===== config.mk =====
export PLATFORM = sky130hd
export DESIGN_NAME = universal_shift_reg_flat
export DESIGN_NICKNAME = d
export VERILOG_FILES = /design/src/rtl/usr_pkg.sv /design/src/rtl/usr_if.sv /design/src/rtl/usr_step.sv /design/src/rtl/universal_shift_reg.sv /design/src/flat_wrapper.sv
export SDC_FILE = /design/constraint.sdc
export NUM_CORES = 1
export LEC_CHECK = 0
export BUFFER_PORTS_ARGS = -buffer_cell sky130_fd_sc_hd__buf_2
export CAP_MARGIN = 20
export CELL_PAD_IN_SITES_DETAIL_PLACEMENT = 1
export CELL_PAD_IN_SITES_GLOBAL_PLACEMENT = 1
export CORE_UTILIZATION = 35
export DETAILED_ROUTE_END_ITERATION = 8
export PLACE_DENSITY_LB_ADDON = 0.1
export SLEW_MARGIN = 25
export SYNTH_ARGS = -nofsm -noshare
export SYNTH_HDL_FRONTEND = slang
export SYNTH_SLANG_ARGS = --single-unit

===== constraint.sdc =====
create_clock -name clk -period 2.3 [get_ports clk]
set_input_delay 0.115 -clock clk [delete_from_list [all_inputs] [get_ports clk]]
set_output_delay 0.115 -clock clk [all_outputs]
set_load 0.01 [all_outputs]

===== src/rtl/usr_pkg.sv =====
// rtl/usr_pkg.sv - mode codes, FSM state type and width helper for universal_shift_reg
package usr_pkg;

   localparam logic [2:0] M_HOLD = 3'b000;
   localparam logic [2:0] M_SHR  = 3'b001;
   localparam logic [2:0] M_SHL  = 3'b010;
   localparam logic [2:0] M_LOAD = 3'b011;
   localparam logic [2:0] M_ROR  = 3'b100;
   localparam logic [2:0] M_ROL  = 3'b101;
   localparam logic [2:0] M_SRA  = 3'b110;
   localparam logic [2:0] M_RSVD = 3'b111;

   typedef enum logic {
      IDLE = 1'b0,
      RUN  = 1'b1
   } state_t;

   function automatic int usr_cnt_w(input int width);
      return (width <= 2) ? 1 : $clog2(width);
   endfunction

endpackage


===== src/rtl/usr_if.sv =====
// rtl/usr_if.sv - control, data and status bundle of universal_shift_reg
interface usr_if
   import usr_pkg::*;
#(
   parameter int WIDTH = 32,
   parameter int CNT_W = usr_cnt_w(WIDTH)
);

   logic [2:0]       mode;
   logic [WIDTH-1:0] din;
   logic             sr_in;
   logic             sl_in;
   logic             en;
   logic             start;
   logic [CNT_W-1:0] amt;
   logic [WIDTH-1:0] q;
   logic             busy;
   logic             done;

   modport master (
      output mode, din, sr_in, sl_in, en, start, amt,
      input  q, busy, done
   );

   modport slave (
      input  mode, din, sr_in, sl_in, en, start, amt,
      output q, busy, done
   );

endinterface


===== src/rtl/usr_step.sv =====
// rtl/usr_step.sv - combinational one-step next value of the shift register
module usr_step
   import usr_pkg::*;
#(
   parameter int WIDTH = 32
) (
   input  logic [WIDTH-1:0] q_i,
   input  logic [2:0]       mode_i,
   input  logic [WIDTH-1:0] din_i,
   input  logic             sr_in_i,
   input  logic             sl_in_i,
   output logic [WIDTH-1:0] q_next_o
);

   always_comb begin
      q_next_o = q_i;
      case (mode_i)
         M_SHR:   q_next_o = {sr_in_i, q_i[WIDTH-1:1]};
         M_SHL:   q_next_o = {q_i[WIDTH-2:0], sl_in_i};
         M_LOAD:  q_next_o = din_i;
         M_ROR:   q_next_o = {q_i[0], q_i[WIDTH-1:1]};
         M_ROL:   q_next_o = {q_i[WIDTH-2:0], q_i[WIDTH-1]};
         M_SRA:   q_next_o = {q_i[WIDTH-1], q_i[WIDTH-1:1]};
         default: q_next_o = q_i;
      endcase
   end

endmodule


===== src/rtl/universal_shift_reg.sv =====
// rtl/universal_shift_reg.sv - universal shift register with counted multi-shift sequencer
module universal_shift_reg
   import usr_pkg::*;
#(
   parameter int WIDTH = 32,
   parameter int CNT_W = usr_cnt_w(WIDTH)
) (
   input  logic clk,
   input  logic rst,
   usr_if.slave bus
);

   state_t           state_q, state_d;
   logic [CNT_W-1:0] cnt_q, cnt_d;
   logic [2:0]       m_q, m_d;
   logic [WIDTH-1:0] q_q, q_d;
   logic             done_q, done_d;

   logic [2:0]       step_mode;
   logic [WIDTH-1:0] q_next;

   // RUN replays the latched mode so live mode changes cannot disturb a counted op
   assign step_mode = (state_q == RUN) ? m_q : bus.mode;

   usr_step #(.WIDTH(WIDTH)) u_step (
      .q_i      (q_q),
      .mode_i   (step_mode),
      .din_i    (bus.din),
      .sr_in_i  (bus.sr_in),
      .sl_in_i  (bus.sl_in),
      .q_next_o (q_next)
   );

   always_ff @(posedge clk or posedge rst) begin
      if (rst) begin
         state_q <= IDLE;
         cnt_q   <= '0;
         m_q     <= M_HOLD;
         q_q     <= '0;
         done_q  <= 1'b0;
      end else begin
         state_q <= state_d;
         cnt_q   <= cnt_d;
         m_q     <= m_d;
         q_q     <= q_d;
         done_q  <= done_d;
      end
   end

   always_comb begin
      state_d = state_q;
      cnt_d   = cnt_q;
      m_d     = m_q;
      q_d     = q_q;
      done_d  = 1'b0;
      case (state_q)
         IDLE: begin
            if (bus.start) begin
               if (bus.mode == M_LOAD) begin
                  q_d    = q_next;
                  done_d = 1'b1;
               end else if (bus.amt == '0) begin
                  done_d = 1'b1;
               end else begin
                  m_d     = bus.mode;
                  cnt_d   = bus.amt;
                  state_d = RUN;
               end
            end else if (bus.en) begin
               q_d = q_next;
            end
         end
         RUN: begin
            q_d   = q_next;
            cnt_d = cnt_q - CNT_W'(1);
            if (cnt_q == CNT_W'(1)) begin
               done_d  = 1'b1;
               state_d = IDLE;
            end
         end
         default: state_d = IDLE;
      endcase
   end

   assign bus.q    = q_q;
   assign bus.busy = (state_q == RUN);
   assign bus.done = done_q;

endmodule


===== src/flat_wrapper.sv =====
// flat-port wrapper written by rule: the top's interface ports become plain ports
module universal_shift_reg_flat import usr_pkg::*;
#(
   parameter int WIDTH = 32,
   parameter int CNT_W = usr_cnt_w(WIDTH)
)
  (clk, rst, bus_mode, bus_din, bus_sr_in, bus_sl_in, bus_en, bus_start, bus_amt, bus_q, bus_busy, bus_done);
  usr_if #(.WIDTH(WIDTH), .CNT_W(CNT_W)) bus_i ();
  input  logic clk;
  input  logic rst;
  input wire logic [$bits(bus_i.mode)-1:0] bus_mode;
  input wire logic [$bits(bus_i.din)-1:0] bus_din;
  input wire logic [$bits(bus_i.sr_in)-1:0] bus_sr_in;
  input wire logic [$bits(bus_i.sl_in)-1:0] bus_sl_in;
  input wire logic [$bits(bus_i.en)-1:0] bus_en;
  input wire logic [$bits(bus_i.start)-1:0] bus_start;
  input wire logic [$bits(bus_i.amt)-1:0] bus_amt;
  output wire logic [$bits(bus_i.q)-1:0] bus_q;
  output wire logic [$bits(bus_i.busy)-1:0] bus_busy;
  output wire logic [$bits(bus_i.done)-1:0] bus_done;
  assign bus_i.mode = bus_mode;
  assign bus_i.din = bus_din;
  assign bus_i.sr_in = bus_sr_in;
  assign bus_i.sl_in = bus_sl_in;
  assign bus_i.en = bus_en;
  assign bus_i.start = bus_start;
  assign bus_i.amt = bus_amt;
  assign bus_q = bus_i.q;
  assign bus_busy = bus_i.busy;
  assign bus_done = bus_i.done;
  universal_shift_reg #(.WIDTH(WIDTH), .CNT_W(CNT_W)) u_core (.clk(clk), .rst(rst), .bus(bus_i));
endmodule

Word-level counts from Yosys, hierarchy flattened

Cells that the tools add are included.

Flip-flop bits (word level): 42
Bits in latches: 0
Bits in writable memories: 0
Memory bits (read-only): 0
Bits of input ports: 46
Output and inout port bits: 34
Logic and storage cells: 46
Memories kept: 0

Add/subtract/negate cells: 1
$mul: 0
Div/mod/pow operators: 0
Order comparisons: 0
Equal/unequal tests: 13
Shift-type cells: 0
Mux-type cells: 20
Bitwise logic cells: 3
Reductions and logical operators: 4

Operators with widths:

| cell                                                                  | count |
|---|---|
| 32-bit one-hot mux with 6 select lines                                | 1 |
| 32-bit two-way mux                                                    | 3 |
| 32-bit one-hot mux with 2 select lines                                | 1 |
| 5-bit two-way mux                                                     | 3 |
| 5-bit one-hot mux with 2 select lines                                 | 1 |
| 3-bit by 2-bit equality test with 1-bit output, second input constant | 3 |
| 3-bit equality test, second input constant                            | 3 |
| 1-bit two-way mux                                                     | 8 |
| 2-bit != test, second input constant                                  | 3 |
| 5-bit by 1-bit equality test with 1-bit output, second input constant | 1 |
| 5-bit logical NOT                                                     | 1 |
| 5-bit by 1-bit subtractor with 5-bit output, second input constant    | 1 |
| 1-bit one-hot mux with 2 select lines                                 | 2 |
| 4-bit AND reduction                                                   | 1 |
| 3-bit by 1-bit equality test with 1-bit output, second input constant | 1 |
| 3-bit two-way mux                                                     | 1 |
| 3-bit by 2-bit != test with 1-bit output, second input constant       | 1 |
| 3-bit != test, second input constant                                  | 1 |
| 1-bit inverter                                                        | 3 |
| 3-bit AND reduction                                                   | 1 |
| 2-bit AND reduction                                                   | 1 |

Longest topological paths before layout

Gate-level depths: netlist (run 1).

Depth after elaboration: 6
Mapped depth: 9
Mapped depth without buffers: 7

By module

A second synthesis (run 1) with hierarchy kept.

Cell total of the unflattened synthesis: 400
Area, all modules: 3893.7 um^2

Modules (own cells, without submodules):

| module              | instances | cells each | area each (um^2) | sequential area each (um^2) |
|---|---|---|---|---|
| universal_shift_reg | 1         | 120        | 1953.1           | 1051.0 |
| usr_step            | 1         | 280        | 1940.6           | 0.0 |

Least setup slack after synthesis (run 1)

Ideal clock, no wire load.

Kind: flip-flop to flip-flop
Start point: register u_core.state_q, in the netlist u_core.bus.busy
End point: register u_core.q_q[10], in the netlist u_core.bus.q[10]
Library setup time: 79 ps
Arrival: 2216 ps
Setup slack: 5 ps
Cell stages (with the launch flop): 10
Period minus slack after synthesis: 2295 ps
Cells stage by stage: dfrtp_1 > buf_6 > mux2i_1 > inv_1 > ha_1 > or2_2 > mux2i_1 > clkbuf_1 > a222oi_1 > mux2i_1

Cells in the longest elaborated chain, start to end: 6

Ends and longest elaborated chain:

| item                                              | line                                                 | RTL |
|---|---|---|
| from (decl)                                       | universal_shift_reg.sv:13                            | `state_t state_q, state_d;` |
| from (signal assigned)                            | universal_shift_reg.sv:42                            | `state_q <= state_d;` |
| 3-bit two-way mux                                 | universal_shift_reg.sv:23                            | `assign step_mode = (state_q == RUN) ? m_q : bus.mode;` |
| 3-bit equality test, or another cell as far along | usr_step.sv:17                                       | `case (mode_i)` |
| 32-bit one-hot mux with 6 select lines            | usr_step.sv:17                                       |  |
| 32-bit two-way mux (on tied branches)             | universal_shift_reg.sv:69, universal_shift_reg.sv:59 |  |
| 32-bit two-way mux                                | universal_shift_reg.sv:58                            | `if (bus.start) begin` |
| 32-bit one-hot mux with 2 select lines            | universal_shift_reg.sv:56                            | `case (state_q)` |
| to (signal assigned)                              | universal_shift_reg.sv:45                            | `q_q <= q_d;` |
| to (decl)                                         | universal_shift_reg.sv:16                            | `logic [WIDTH-1:0] q_q, q_d;` |

Parallel ways exist; a longest one is shown, timed or not. The select of a mux whose other input is x is not followed.
A chain may end at the register's enable or synchronous reset.

Worst setup path after layout (run 1)

Start point: register u_core.state_q, in the netlist u_core.bus.busy
End point: register u_core.q_q[11], in the netlist u_core.bus.q[11]

The elaborated chain is that of the path after synthesis.

==> results of run 1 <==
## Yosys cell counts
library cell  number
nor2_1             1
and2_1             2
nor3_1             1
nand2b_1           2
a31oi_1            1
nand2_1            5
mux2i_4            1
o211ai_1           1
mux2_4             2
nand3_1            1
buf_2              3
or4_1              1
buf_4              1
a211oi_1           3
xor2_1             1
o211a_1            1
inv_1             41
dfrtp_1           42
clkbuf_1           6
a2bb2oi_1          2
a222oi_1          30
nor3b_1            2
buf_6              4
mux2_2             3
xnor2_1            2
a221oi_1           6
a21oi_1            6
or2_2              1
mux2i_1           36
nor4b_1            1
ha_1               6
o21ai_0            3
nand3b_1           2
## worst max-delay path, stage by stage, from the launching register on
cell      delay, ns
dfrtp_1        0.44
mux2i_2        0.30
buf_4          0.15
ha_2           0.28
or2_2          0.19
mux2i_4        0.10
buf_12         0.17
a222oi_1       0.29
mux2i_1        0.12
## state kept, by name (all words and copies together), names as in the netlist
signal,count
u_core.bus.busy,1
u_core.bus.done,1
u_core.bus.q,32
u_core.cnt_q,5
u_core.m_q,3
## through the flow
step	util (%)	cells
floorplan	-	220
global placement	44.8	369
detailed placement	44.8	369
CTS	46.4	378
global route	47.8	381
finish	47.8	381
## cells by family (layout without fill, tap and decap cells)
kind of cell / after synthesis / after routing / synth area share [%]
fa+ha+maj: 6 / 6 / 3.11
compound gates: 53 / 53 / 19.1
buf+inv: 55 / 138 / 10.1
mux: 42 / 43 / 18.5
simple gates: 19 / 19 / 4.56
flops: 42 / 42 / 43.5
xor+xnor: 3 / 3 / 1.09
## final timing paths
kind | start | endpoint
min reg2reg | u_core.m_q[1] | u_core.m_q[1]
max | u_core.bus.busy | u_core.bus.q[11]
min in group asynchronous | rst | u_core.m_q[1]
max in group asynchronous | rst | u_core.bus.q[19]
max reg2reg | u_core.bus.busy | u_core.bus.q[11]
min | bus_mode[1] | u_core.m_q[1]
## what timing repair did
item	CTS	global route
hold endpoints to repair	15	0
hold buffers	1	0
gates resized for setup	0	9
setup buffers	0	1
setup endpoints to repair	0	27
## routing by layer
metal,vias to the layer above,GRT usage [%]
li1,1002,-
met1,1093,23.1
met2,55,32.3
met3,5,3.31
met4,0,5.08
met5,-,0
## cell type report
class | count | area (um^2) | share of cell area, %
multi-input cells | 124 | 1190 | 38.5
flip-flops and latches | 42 | 1050 | 33.9
repair buffers | 89 | 515 | 16.6
inverters | 41 | 154 | 4.96
well taps | 77 | 96.3 | 3.11
clock buffers | 5 | 68.8 | 2.22
clock inverters | 3 | 21.3 | 0.686
## power groups by stage
| stage | clock [W] | combinational (W) | sequential [W] |
|---|---|---|---|
| CTS | 0.000522 | 0.00387 | 0.00158 |
| floorplan | 0 | 0.00277 | 0.00163 |
| detailed placement | 0 | 0.00385 | 0.00160 |
| global placement | 0 | 0.00378 | 0.00160 |
| finish | 0.000504 | 0.00413 | 0.00159 |
| global route | 0.000549 | 0.00450 | 0.00165 |
==> summary.txt, run 1 <==
Worst hold path
  • Hold crit path type: in -> reg
  • Worst hold stages: 2

Power and ir drop
  • Max VDD drop: 0.928 mV
  • Lkg Pwr: 1.59 nW
  • Internal power: 0.00343 W
  • Sw Ratio: 45.0%
  • Comb pwr share: 66.4%
  • Total power: 0.00623 W
  • Seq pwr share: 25.5%
  • Clock share of power: 8.1%
  • Net Switching: 0.00280 W
  • Pwr dens: 2010 mW/mm^2

STA
  • Max-slew headroom: 74.9%
  • Setup violators final: 0
  • TNS Setup: 0 ns
  • Period utilisation layout: 95.1%
  • Worst Clk Skew: 0.0101 ns
  • Max-slew violation count: 0
  • Min Hold Slack: 0.0950 ns
  • Count of final hold-check violations: 0
  • Post-layout min period: 2.19 ns
  • PnR worst setup slack: 0.112 ns
  • Worst-margin pin slew: 0.377 ns
  • Fmax: 457 MHz

Logic synthesis
  • Share of Yosys cell area claimed by the top area cell type: 43.5%
  • Synth area leader: dfrtp_1
  • #FFs+latches synth: 42
  • Syn_area_per_cell: 11.0 um^2
  • Yosys warnings: 0
  • Top cells by area, synth: dfrtp_1, mux2i_1, a222oi_1, inv_1, ha_1
  • Gate Count Post-Synth: 220
  • Sequential area share after synthesis: 43.5%
  • Syn nets: 272
  • Synth unique cells: 33
  • Post-Synthesis Cell Area: 0.00241 mm^2

Critical path
  • Required @ worst endpoint: 2.48 ns
  • Crit Path Max Fanout: 16
  • CP startpoint kind: register
  • WP data arrival: 2.37 ns
  • Register-to-Register Path Depth: 8
  • Worst setup path category: reg -> reg
  • Worst Setup End Kind: register
  • Reg2reg setup slack: 0.11 ns

Route
  • Met1 Wirelength: 3090 um
  • Vias per Instance: 5.66
  • DR WL/cell: 18.1 um
  • Number of routed nets with antenna violations: 0
  • Routed wire length: 6890 um
  • Wire length on met3: 316 um
  • DR iter-0 viols: 240
  • WL met2: 3430 um
  • Via count: 2,155
  • DR pass1 iterations: 5
  • DR DRC count: 0
  • Max Used Layer: met4

Global route
  • First-pass GRT wire length: 10,500 um
  • Largest net degree at the start of global routing: 32
  • Vias in the first global route: 2,120
  • GRT Residual Overflow: 0
  • GRT Total Usage: 18.4%
  • Antenna violations before repair: 0

Placement
  • Gpl congestion: 0.788
  • Detailed Place HPWL: 4400 um
  • Cell Area, Placed: 0.00291 mm^2
  • Pre-CTS WS: 0.0673 ns
  • Port bufs: 79

Run status
  • Outcome: completed

Floorplanning
  • # rows: 29
  • Chip Width: 85.1 um
  • Initial Util: 37.2%
  • Core area: 0.00649 mm^2
  • Die H: 85.1 um
  • Ports: 80
  • DIE AREA: 0.00724 mm^2

Clock tree
  • CTS clk-pin slew, worst paths: 0.09 ns
  • Root buffer cell: clkbuf_8
  • Maximum root-to-sink buffer count: 2
  • Worst skew pair latency: 0.30 ns
  • CTS tree: built
  • CTS Buf Count: 5
  • Clk sinks: 42
  • Htree depth: 2

Cells and area
  • Most common cell after layout, fill and taps aside: buf_2
  • Area growth, synth to finish: 28.4%
  • FILL cells: 753
  • Layout cells sized above 1: 37.2%
  • N_diodes: 0
  • Design area: 0.00310 mm^2
  • Most frequent cells in the layout: buf_2, dfrtp_1, inv_1
  • Nets: 355

Run
  • Max cap viols: 0
Power figures use the tool's default switching activity.
==> run 2: changes to the inputs <==
ABC_AREA = 1   (was not set)
CTS_BUF_LIST = sky130_fd_sc_hd__clkbuf_4   (was not set)
==> run 2 against run 1 <==
Net effect:
- combinational power is 37% higher
- core utilization is 3.4 points lower
- cell count is 110% higher
- synthesized cell count grew to 2.7 times the previous value
- fmax is 0.94% lower
- setup slack worse by 0.021 ns
- final area is 42% higher
- flip-flop and latch count stayed put
- global-route usage is 6.2 points higher
- sequential power is 3% lower
- sequential share of layout area is 9.9 points lower
- first-iteration DRC count is 23% lower
- critical path type unchanged
- critical endpoint is now u_core.bus.q[20]
- largest power group unchanged
==> summary.txt, run 2 <==
STA
  • Fmax: 453 MHz (was 457 MHz)
  • Worst-margin pin slew: 0.584 ns (was 0.377 ns)
  • PnR worst setup slack: 0.0913 ns (was 0.112 ns)
  • Max-slew headroom: 61.1% (was 74.9%)
  • Post-layout min period: 2.21 ns (was 2.19 ns)
  • Worst Clk Skew: 0.00358 ns (was 0.0101 ns)
  • Setup violators final: 0 (unchanged)
  • Period utilisation layout: 96.0% (was 95.1%)
  • Count of final hold-check violations: 0 (unchanged)
  • Max-slew violation count: 0 (unchanged)
  • TNS Setup: 0 ns (unchanged)

Clock tree
  • CTS tree: built (unchanged)
  • Htree depth: 2 (unchanged)
  • Worst skew pair latency: 0.36 ns (was 0.30 ns)
  • CTS Buf Count: 5 (unchanged)
  • CTS clk-pin slew, worst paths: 0.13 ns (was 0.09 ns)
  • Clk sinks: 42 (unchanged)
  • Root buffer cell: clkbuf_4 (was clkbuf_8)
  • Maximum root-to-sink buffer count: 2 (unchanged)

Logic synthesis
  • Adder and majority gate portion of the synthesized area: 2.08% (was 3.11%)
  • Combinational family with the most area after synthesis: simple AND/OR/NAND/NOR gates (was compound AO/OA/AOI/OAI gates)
  • Number of flops mapped to enable cells by yosys: 0 (unchanged)
  • Syn nets: 648 (was 272)
  • Ys async rst share: 100% (unchanged)
  • Post-synthesis xor/xnor area fraction: 0% (was 1.09%)
  • Main flop type after synthesis: dfrtp_1 (unchanged)
  • Post-synthesis mux area share: 0% (was 18.5%)
  • Synth area leader: dfrtp_1 (unchanged)
  • Simple-gate share of the synthesized area: 57.4% (was 4.56%)
  • Most frequent cell after synthesis: nand2_1 (was dfrtp_1)
  • Top cells by area, synth: dfrtp_1, nand3_1, nand2_1, nand4_1, nor2_1 (was dfrtp_1, mux2i_1, a222oi_1, inv_1, ha_1)
  • Synth unique cells: 25 (was 33)
  • Syn_area_per_cell: 6.06 um^2 (was 11.0 um^2)
  • Post-synthesis compound-gate area fraction: 2.60% (was 19.1%)
  • Post-Synthesis Cell Area: 0.00361 mm^2 (was 0.00241 mm^2)
  • Yosys warnings: 0 (unchanged)
  • Gate Count Post-Synth: 596 (was 220)
  • Sequential area share after synthesis: 29.1% (was 43.5%)
  • Share of Yosys cell area claimed by the top area cell type: 29.1% (was 43.5%)
  • Commonest cells post-synth: nand2_1, nand3_1, dfrtp_1, nor2_1, nand4_1 (was dfrtp_1, inv_1, mux2i_1)
  • #FFs+latches synth: 42 (unchanged)

Power and ir drop
  • Max VDD drop: 0.720 mV (was 0.928 mV)
  • Lkg Pwr: 2.44 nW (was 1.59 nW)
  • Pwr dens: 1720 mW/mm^2 (was 2010 mW/mm^2)

Run
  • Max cap viols: 0 (unchanged)

Cells and area
  • N_diodes: 0 (unchanged)
  • Post-layout util: 44.4% (was 47.8%)
  • Design area: 0.00440 mm^2 (was 0.00310 mm^2)
  • Nets: 724 (was 355)
  • Fin cells: 806 (was 381)
  • Max reg flops: 32 (unchanged)
  • Area growth, synth to finish: 21.6% (was 28.4%)
  • Most frequent cells in the layout: nand2_1, nand3_1, buf_2 (was buf_2, dfrtp_1, inv_1)
  • Register area: 0.00105 mm^2 (about the same)
  • Most common cell after layout, fill and taps aside: nand2_1 (was buf_2)
  • Layout cells sized above 1: 19.6% (was 37.2%)
  • FILL cells: 1,376 (was 753)
  • Multi-input logic area: 0.00225 mm^2 (was 0.00119 mm^2)

Run status
  • Outcome: completed (unchanged)

Global route
  • Largest net degree at the start of global routing: 52 (was 32)
  • First-pass GRT wire length: 21,800 um (was 10,500 um)
  • GRT Residual Overflow: 0 (unchanged)
  • Vias in the first global route: 4,433 (was 2,120)
  • Antenna violations before repair: 0 (unchanged)
  • GRT Total Usage: 24.5% (was 18.4%)

Critical path
  • Required @ worst endpoint: 2.60 ns (was 2.48 ns)
  • Reg2reg setup slack: 0.09 ns (was 0.11 ns)
  • Crit Path Max Fanout: 12 (was 16)
  • CP startpoint kind: register (unchanged)
  • Worst Setup End Kind: register (unchanged)
  • WP data arrival: 2.51 ns (was 2.37 ns)
  • Register-to-Register Path Depth: 12 (was 8)
  • Worst setup path category: reg -> reg (unchanged)

Route
  • Number of routed nets with antenna violations: 0 (unchanged)
  • DR DRC count: 0 (unchanged)
  • Via count: 4,404 (was 2,155)
  • DR WL/cell: 16.8 um (was 18.1 um)
  • Vias per Instance: 5.46 (was 5.66)
  • DR iter-0 viols: 184 (was 240)
  • DR pass1 iterations: 4 (was 5)
  • Routed wire length: 13,500 um (was 6890 um)

Floorplanning
  • Chip Width: 104 um (was 85.1 um)
  • DIE AREA: 0.0107 mm^2 (was 0.00724 mm^2)
  • # rows: 36 (was 29)
  • Core area: 0.00991 mm^2 (was 0.00649 mm^2)
  • Ports: 80 (unchanged)
  • Die H: 104 um (was 85.1 um)
  • Initial Util: 36.5% (was 37.2%)

Placement
  • Port bufs: 79 (unchanged)
  • Gpl congestion: 0.821 (was 0.788)
  • Detailed Place HPWL: 8760 um (was 4400 um)
  • Pre-CTS WS: -0.00671 ns (was 0.0673 ns)
  • Post-Place Cells: 787 (was 369)
  • Cell Area, Placed: 0.00417 mm^2 (was 0.00291 mm^2)

Worst hold path
  • Worst hold stages: 3 (was 2)
  • Hold crit path type: in -> reg (unchanged)
## run 2: where the power goes
| group | switching, W | internal, W |
|---|---|---|
| Sequential | 0.000484 | 0.00107 |
| Combinational | 0.00358 | 0.00206 |
| Clock | 0.000255 | 0.000110 |
## run 2: layout make-up
class,instances,area share [%]
clock inverter,3,0.256
sequential,42,23.9
timing repair buffer,115,17.6
tap,133,3.79
clock buffer,5,0.854
multi-input combinational,487,51.3
inverter,20,2.05
timing repair inverter,1,0.199
## run 2: metrics by stage
step	hold slack, ns	total power [W]
floorplan	0.225	0.00492
global placement	0.295	0.00636
detailed placement	0.300	0.00656
CTS	0.0497	0.00698
global route	0.0568	0.00827
finish	0.0652	0.00756
## run 2: timing repair
| action | in CTS | in global routing |
|---|---|---|
| setup buffers | 0 | 3 |
| pin swaps | 0 | 1 |
| setup endpoints to repair | 31 | 32 |
| hold buffers | 6 | 0 |
| gates resized for setup | 2 | 15 |
| cloned | 0 | 2 |
| hold endpoints to repair | 47 | 0 |
## run 2: per-layer routing
metal,GRT usage (%),share of wire [%]
met1,32.1,45
met2,42.4,50
met3,3.02,3.1
met4,6.83,1.4
met5,0,0
## run 2: logic make-up (layout without fill, tap and decap cells)
group	after synthesis	in the layout
simple gates	467	467
buf+inv	67	144
fa+ha+maj	6	6
compound gates	14	14
flops	42	42
## run 2: final timing paths
| path | start | endpoint |
|---|---|---|
| setup / recovery | u_core.bus.busy | u_core.bus.q[20] |
| hold / removal | bus_mode[2] | u_core.m_q[2] |
| setup reg to reg | u_core.bus.busy | u_core.bus.q[20] |
| hold reg to reg | u_core.m_q[0] | u_core.m_q[0] |
| max in group asynchronous | rst | u_core.bus.busy |
| min in group asynchronous | rst | u_core.bus.done |
## run 2: critical path, stage by stage, from the launching register on
cell	delay [ns]
dfrtp_2	0.45
inv_4	0.08
or2_2	0.28
o21ai_2	0.09
inv_1	0.11
ha_1	0.24
nand3_1	0.14
nand2_2	0.11
o21ai_4	0.20
buf_12	0.16
clkbuf_16	0.17
nand2_1	0.06
nand2_1	0.07
==> run 3: changes to the inputs <==
ABC_CLOCK_PERIOD_IN_PS = 2300   (was not set)
CORE_UTILIZATION = 36   (was 35)
SKIP_LAST_GASP = 1   (was not set)
SYNTH_HIERARCHICAL = 1   (was not set)
==> run 3 against run 2 <==
Net effect:
- the run now ends with DRC left
- critical path depth is the same
- final area grew 11%
- clock skew grew 0.0068 ns
- worst hold slack lost 0.043 ns
- global-route usage grew 0.92 points
- largest power group unchanged
==> summary.txt, run 3 <==
Critical path
  • Register-to-Register Path Depth: 12 (unchanged)
  • Crit Path Max Fanout: 32 (was 12)
  • WP data arrival: 2.39 ns (was 2.51 ns)
  • Critical R2R Launch: u_core/bus.busy (was u_core.bus.busy)
  • Worst Setup End Kind: register (unchanged)
  • R2r endpoint: u_core/bus.q[30] (was u_core.bus.q[20])
  • CP startpoint kind: register (unchanged)
  • Reg2reg setup slack: 0.22 ns (was 0.09 ns)
  • Worst setup path category: reg -> reg (unchanged)
  • Required @ worst endpoint: 2.61 ns (was 2.60 ns)

Cells and area
  • Fin cells: 906 (was 806)
  • Max reg flops: 32 (unchanged)
  • Nets: 809 (was 724)
  • Area growth, synth to finish: 12.6% (was 21.6%)
  • Most common cell after layout, fill and taps aside: nand2_1 (unchanged)
  • Most frequent cells in the layout: nand2_1, nand4_1, buf_2 (was nand2_1, nand3_1, buf_2)
  • Post-layout util: 42.3% (was 44.4%)
  • Layout cells sized above 1: 20.3% (was 19.6%)
  • FILL cells: 1,585 (was 1,376)

STA
  • Worst-margin pin slew: 0.641 ns (was 0.584 ns)
  • PnR worst setup slack: 0.221 ns (was 0.0913 ns)
  • Worst Clk Skew: 0.0104 ns (was 0.00358 ns)
  • Post-layout min period: 2.08 ns (was 2.21 ns)
  • Setup violators final: 0 (unchanged)
  • Unrepaired setup endpoints after global routing: false
  • Max-slew headroom: 57.3% (was 61.1%)
  • Max-slew violation count: 0 (unchanged)
  • TNS Setup: 0 ns (unchanged)
  • Fmax: 481 MHz (was 453 MHz)
  • Period utilisation layout: 90.4% (was 96.0%)
  • Count of final hold-check violations: 0 (unchanged)

Worst hold path
  • Hold Crit Endpoint: u_core/cnt_q[2] (was u_core.m_q[2])
  • Worst hold stages: 5 (was 3)
  • Hold crit path type: in -> reg (unchanged)
  • Hold Path Origin: bus_amt[2] (was bus_mode[2])

Floorplanning
  • Initial Util: 37.6% (was 36.5%)
  • # rows: 39 (was 36)
  • Die H: 112 um (was 104 um)
  • Core area: 0.0116 mm^2 (was 0.00991 mm^2)
  • Chip Width: 112 um (was 104 um)
  • Ports: 80 (unchanged)
  • DIE AREA: 0.0125 mm^2 (was 0.0107 mm^2)

Clock tree
  • Root buffer cell: clkbuf_4 (unchanged)
  • Htree depth: 2 (unchanged)
  • CTS tree: built (unchanged)
  • CTS clk-pin slew, worst paths: 0.15 ns (was 0.13 ns)
  • Worst skew pair latency: 0.42 ns (was 0.36 ns)
  • Maximum root-to-sink buffer count: 2 (unchanged)
  • CTS Buf Count: 5 (unchanged)
  • Clk sinks: 42 (unchanged)

Logic synthesis
  • Main flop type after synthesis: dfrtp_1 (unchanged)
  • Synth area leader: dfrtp_1 (unchanged)
  • Ys async rst share: 100% (unchanged)
  • Sequential area share after synthesis: 24.2% (was 29.1%)
  • Syn nets: 757 (was 648)
  • Post-Synthesis Cell Area: 0.00434 mm^2 (was 0.00361 mm^2)
  • Yosys warnings: 6 (was 0)
  • Synth unique cells: 23 (was 25)
  • Most frequent cell after synthesis: nand2_1 (unchanged)
  • Commonest cells post-synth: nand2_1, nand4_1, nand3_1 (was nand2_1, nand3_1, dfrtp_1, nor2_1, nand4_1)
  • Number of flops mapped to enable cells by yosys: 0 (unchanged)
  • Syn_area_per_cell: 6.13 um^2 (was 6.06 um^2)
  • Share of Yosys cell area claimed by the top area cell type: 24.2% (was 29.1%)
  • #FFs+latches synth: 42 (unchanged)
  • Top cells by area, synth: dfrtp_1, nand2_1, nand4_1, nand3_1, inv_1 (was dfrtp_1, nand3_1, nand2_1, nand4_1, nor2_1)
  • Gate Count Post-Synth: 709 (was 596)

Run status
  • Failing checks: DRC
  • Outcome: finished, violations left (was completed)

Global route
  • Antenna violations before repair: 1 (was 0)
  • GRT Residual Overflow: 0 (unchanged)
  • Largest net degree at the start of global routing: 54 (was 52)
  • GRT Total Usage: 25.5% (was 24.5%)
  • First-pass GRT wire length: 26,000 um (was 21,800 um)
  • Vias in the first global route: 5,067 (was 4,433)

Route
  • Vias per Instance: 5.59 (was 5.46)
  • DR WL/cell: 17.0 um (was 16.8 um)
  • DR DRC count: 10 (was 0)
  • Via count: 5,062 (was 4,404)
  • DR iter-0 viols: 268 (was 184)
  • Number of routed nets with antenna violations: 0 (unchanged)
  • DR pass1 iterations: 6 (was 4)
  • Routed wire length: 15,400 um (was 13,500 um)

Placement
  • Detailed Place HPWL: 9510 um (was 8760 um)
  • Port bufs: 79 (unchanged)
  • Gpl congestion: 0.775 (was 0.821)
  • Pre-CTS WS: 0.0949 ns (was -0.00671 ns)
  • Post-Place Cells: 890 (was 787)

Run
  • Max cap viols: 0 (unchanged)

Power and ir drop
  • Pwr dens: 1620 mW/mm^2 (was 1720 mW/mm^2)
  • Internal power: 0.00310 W (was 0.00324 W)
  • Comb pwr share: 71.4% (was 74.6%)
  • Max VDD drop: 0.709 mV (was 0.720 mV)
  • Net Switching: 0.00481 W (was 0.00432 W)
  • Total power: 0.00791 W (was 0.00756 W)
  • Lkg Pwr: 2.61 nW (was 2.44 nW)
  • Sw Ratio: 60.8% (was 57.1%)
  • Clock share of power: 6.9% (was 4.8%)
  • Seq pwr share: 21.7% (was 20.5%)
-- run 3: per-layer routing --
layer  global-route usage, %  vias to the layer above  part of all wire, %
li1                        -                     2486                    -
met1                    35.0                     2462                   48
met3                    2.94                       12                  3.5
met2                    42.3                      102                   48
met4                    6.67                        0                  1.1
met5                       0                        -                    0
-- run 3: power by group through the flow --
stage	combinational, W	sequential, W	clock [W]
2_1_floorplan	0.00423	0.00165	0
3_3_place_gp	0.00537	0.00171	0
3_5_place_dp	0.00555	0.00174	0
4_1_cts	0.00558	0.00172	0.000571
5_1_grt	0.00636	0.00180	0.000585
6_report	0.00565	0.00172	0.000542
-- run 3: worst max-delay path by stage --
stage,to,slack (ns),cells past startpoint,start
after floorplan,u_core/bus.q[11],0.31,14,u_core/bus.busy
after global placement,u_core/bus.q[1],0.21,11,u_core/bus.busy
after detailed placement,u_core/bus.q[10],0.09,11,u_core/bus.busy
after CTS,u_core/bus.q[10],0.06,11,u_core/bus.busy
after global routing,u_core/bus.q[5],0.005,12,u_core/bus.busy
final,u_core/bus.q[30],0.22,12,u_core/bus.busy
-- run 3: final cells by class --
| cell class | count | area [um^2] | area share (%) |
|---|---|---|---|
| Antenna cell | 1 | 2.50 | 0.0511 |
| Timing Repair Buffer | 107 | 633 | 12.9 |
| Multi-Input combinational cell | 525 | 2650 | 54.2 |
| Sequential cell | 42 | 1050 | 21.5 |
| Inverter | 80 | 300 | 6.14 |
| Clock inverter | 3 | 40.0 | 0.818 |
| Tap cell | 143 | 179 | 3.66 |
| Clock buffer | 5 | 37.5 | 0.767 |
-- run 3: what timing repair did --
action                                  CTS  global route
resized for setup                         0             1
endpoints found under the hold margin    47             0
setup buffers                             0             0
hold buffers                              6             0
endpoints found under the setup margin    0            32
-- run 3: cell families (layout without fill, tap and decap cells) --
| group | count (synthesis) | after routing | share of synthesized area [%] |
|---|---|---|---|
| AND/OR/NAND/NOR | 482 | 483 | 51.9 |
| buffers and inverters | 143 | 195 | 15.6 |
| flip-flops | 42 | 42 | 24.2 |
| AO/OA/AOI/OAI | 40 | 40 | 7.78 |
| adder cells (fa/ha/maj) | 2 | 2 | 0.576 |
| other | 0 | 1 | 0 |
-- run 3: worst max-delay path, cell delays in order, from the launching register on --
cell     delay (ns)
dfrtp_1        0.49
inv_1          0.13
nand2_1        0.10
nand2_4        0.12
buf_4          0.34
nor2_2         0.07
buf_4          0.24
nand3_1        0.11
nand2_1        0.07
nor2_1         0.11
nand3_1        0.08
nand2_1        0.08
o21ai_2        0.05
-- run 3: stage by stage --
step	area (um^2)	hold slack, ns
final	4890	0.0223
after global placement	4740	0.319
after global routing	4890	0.0320
after floorplan	4340	0.260
after CTS	4880	0.00118
after detailed placement	4740	0.331
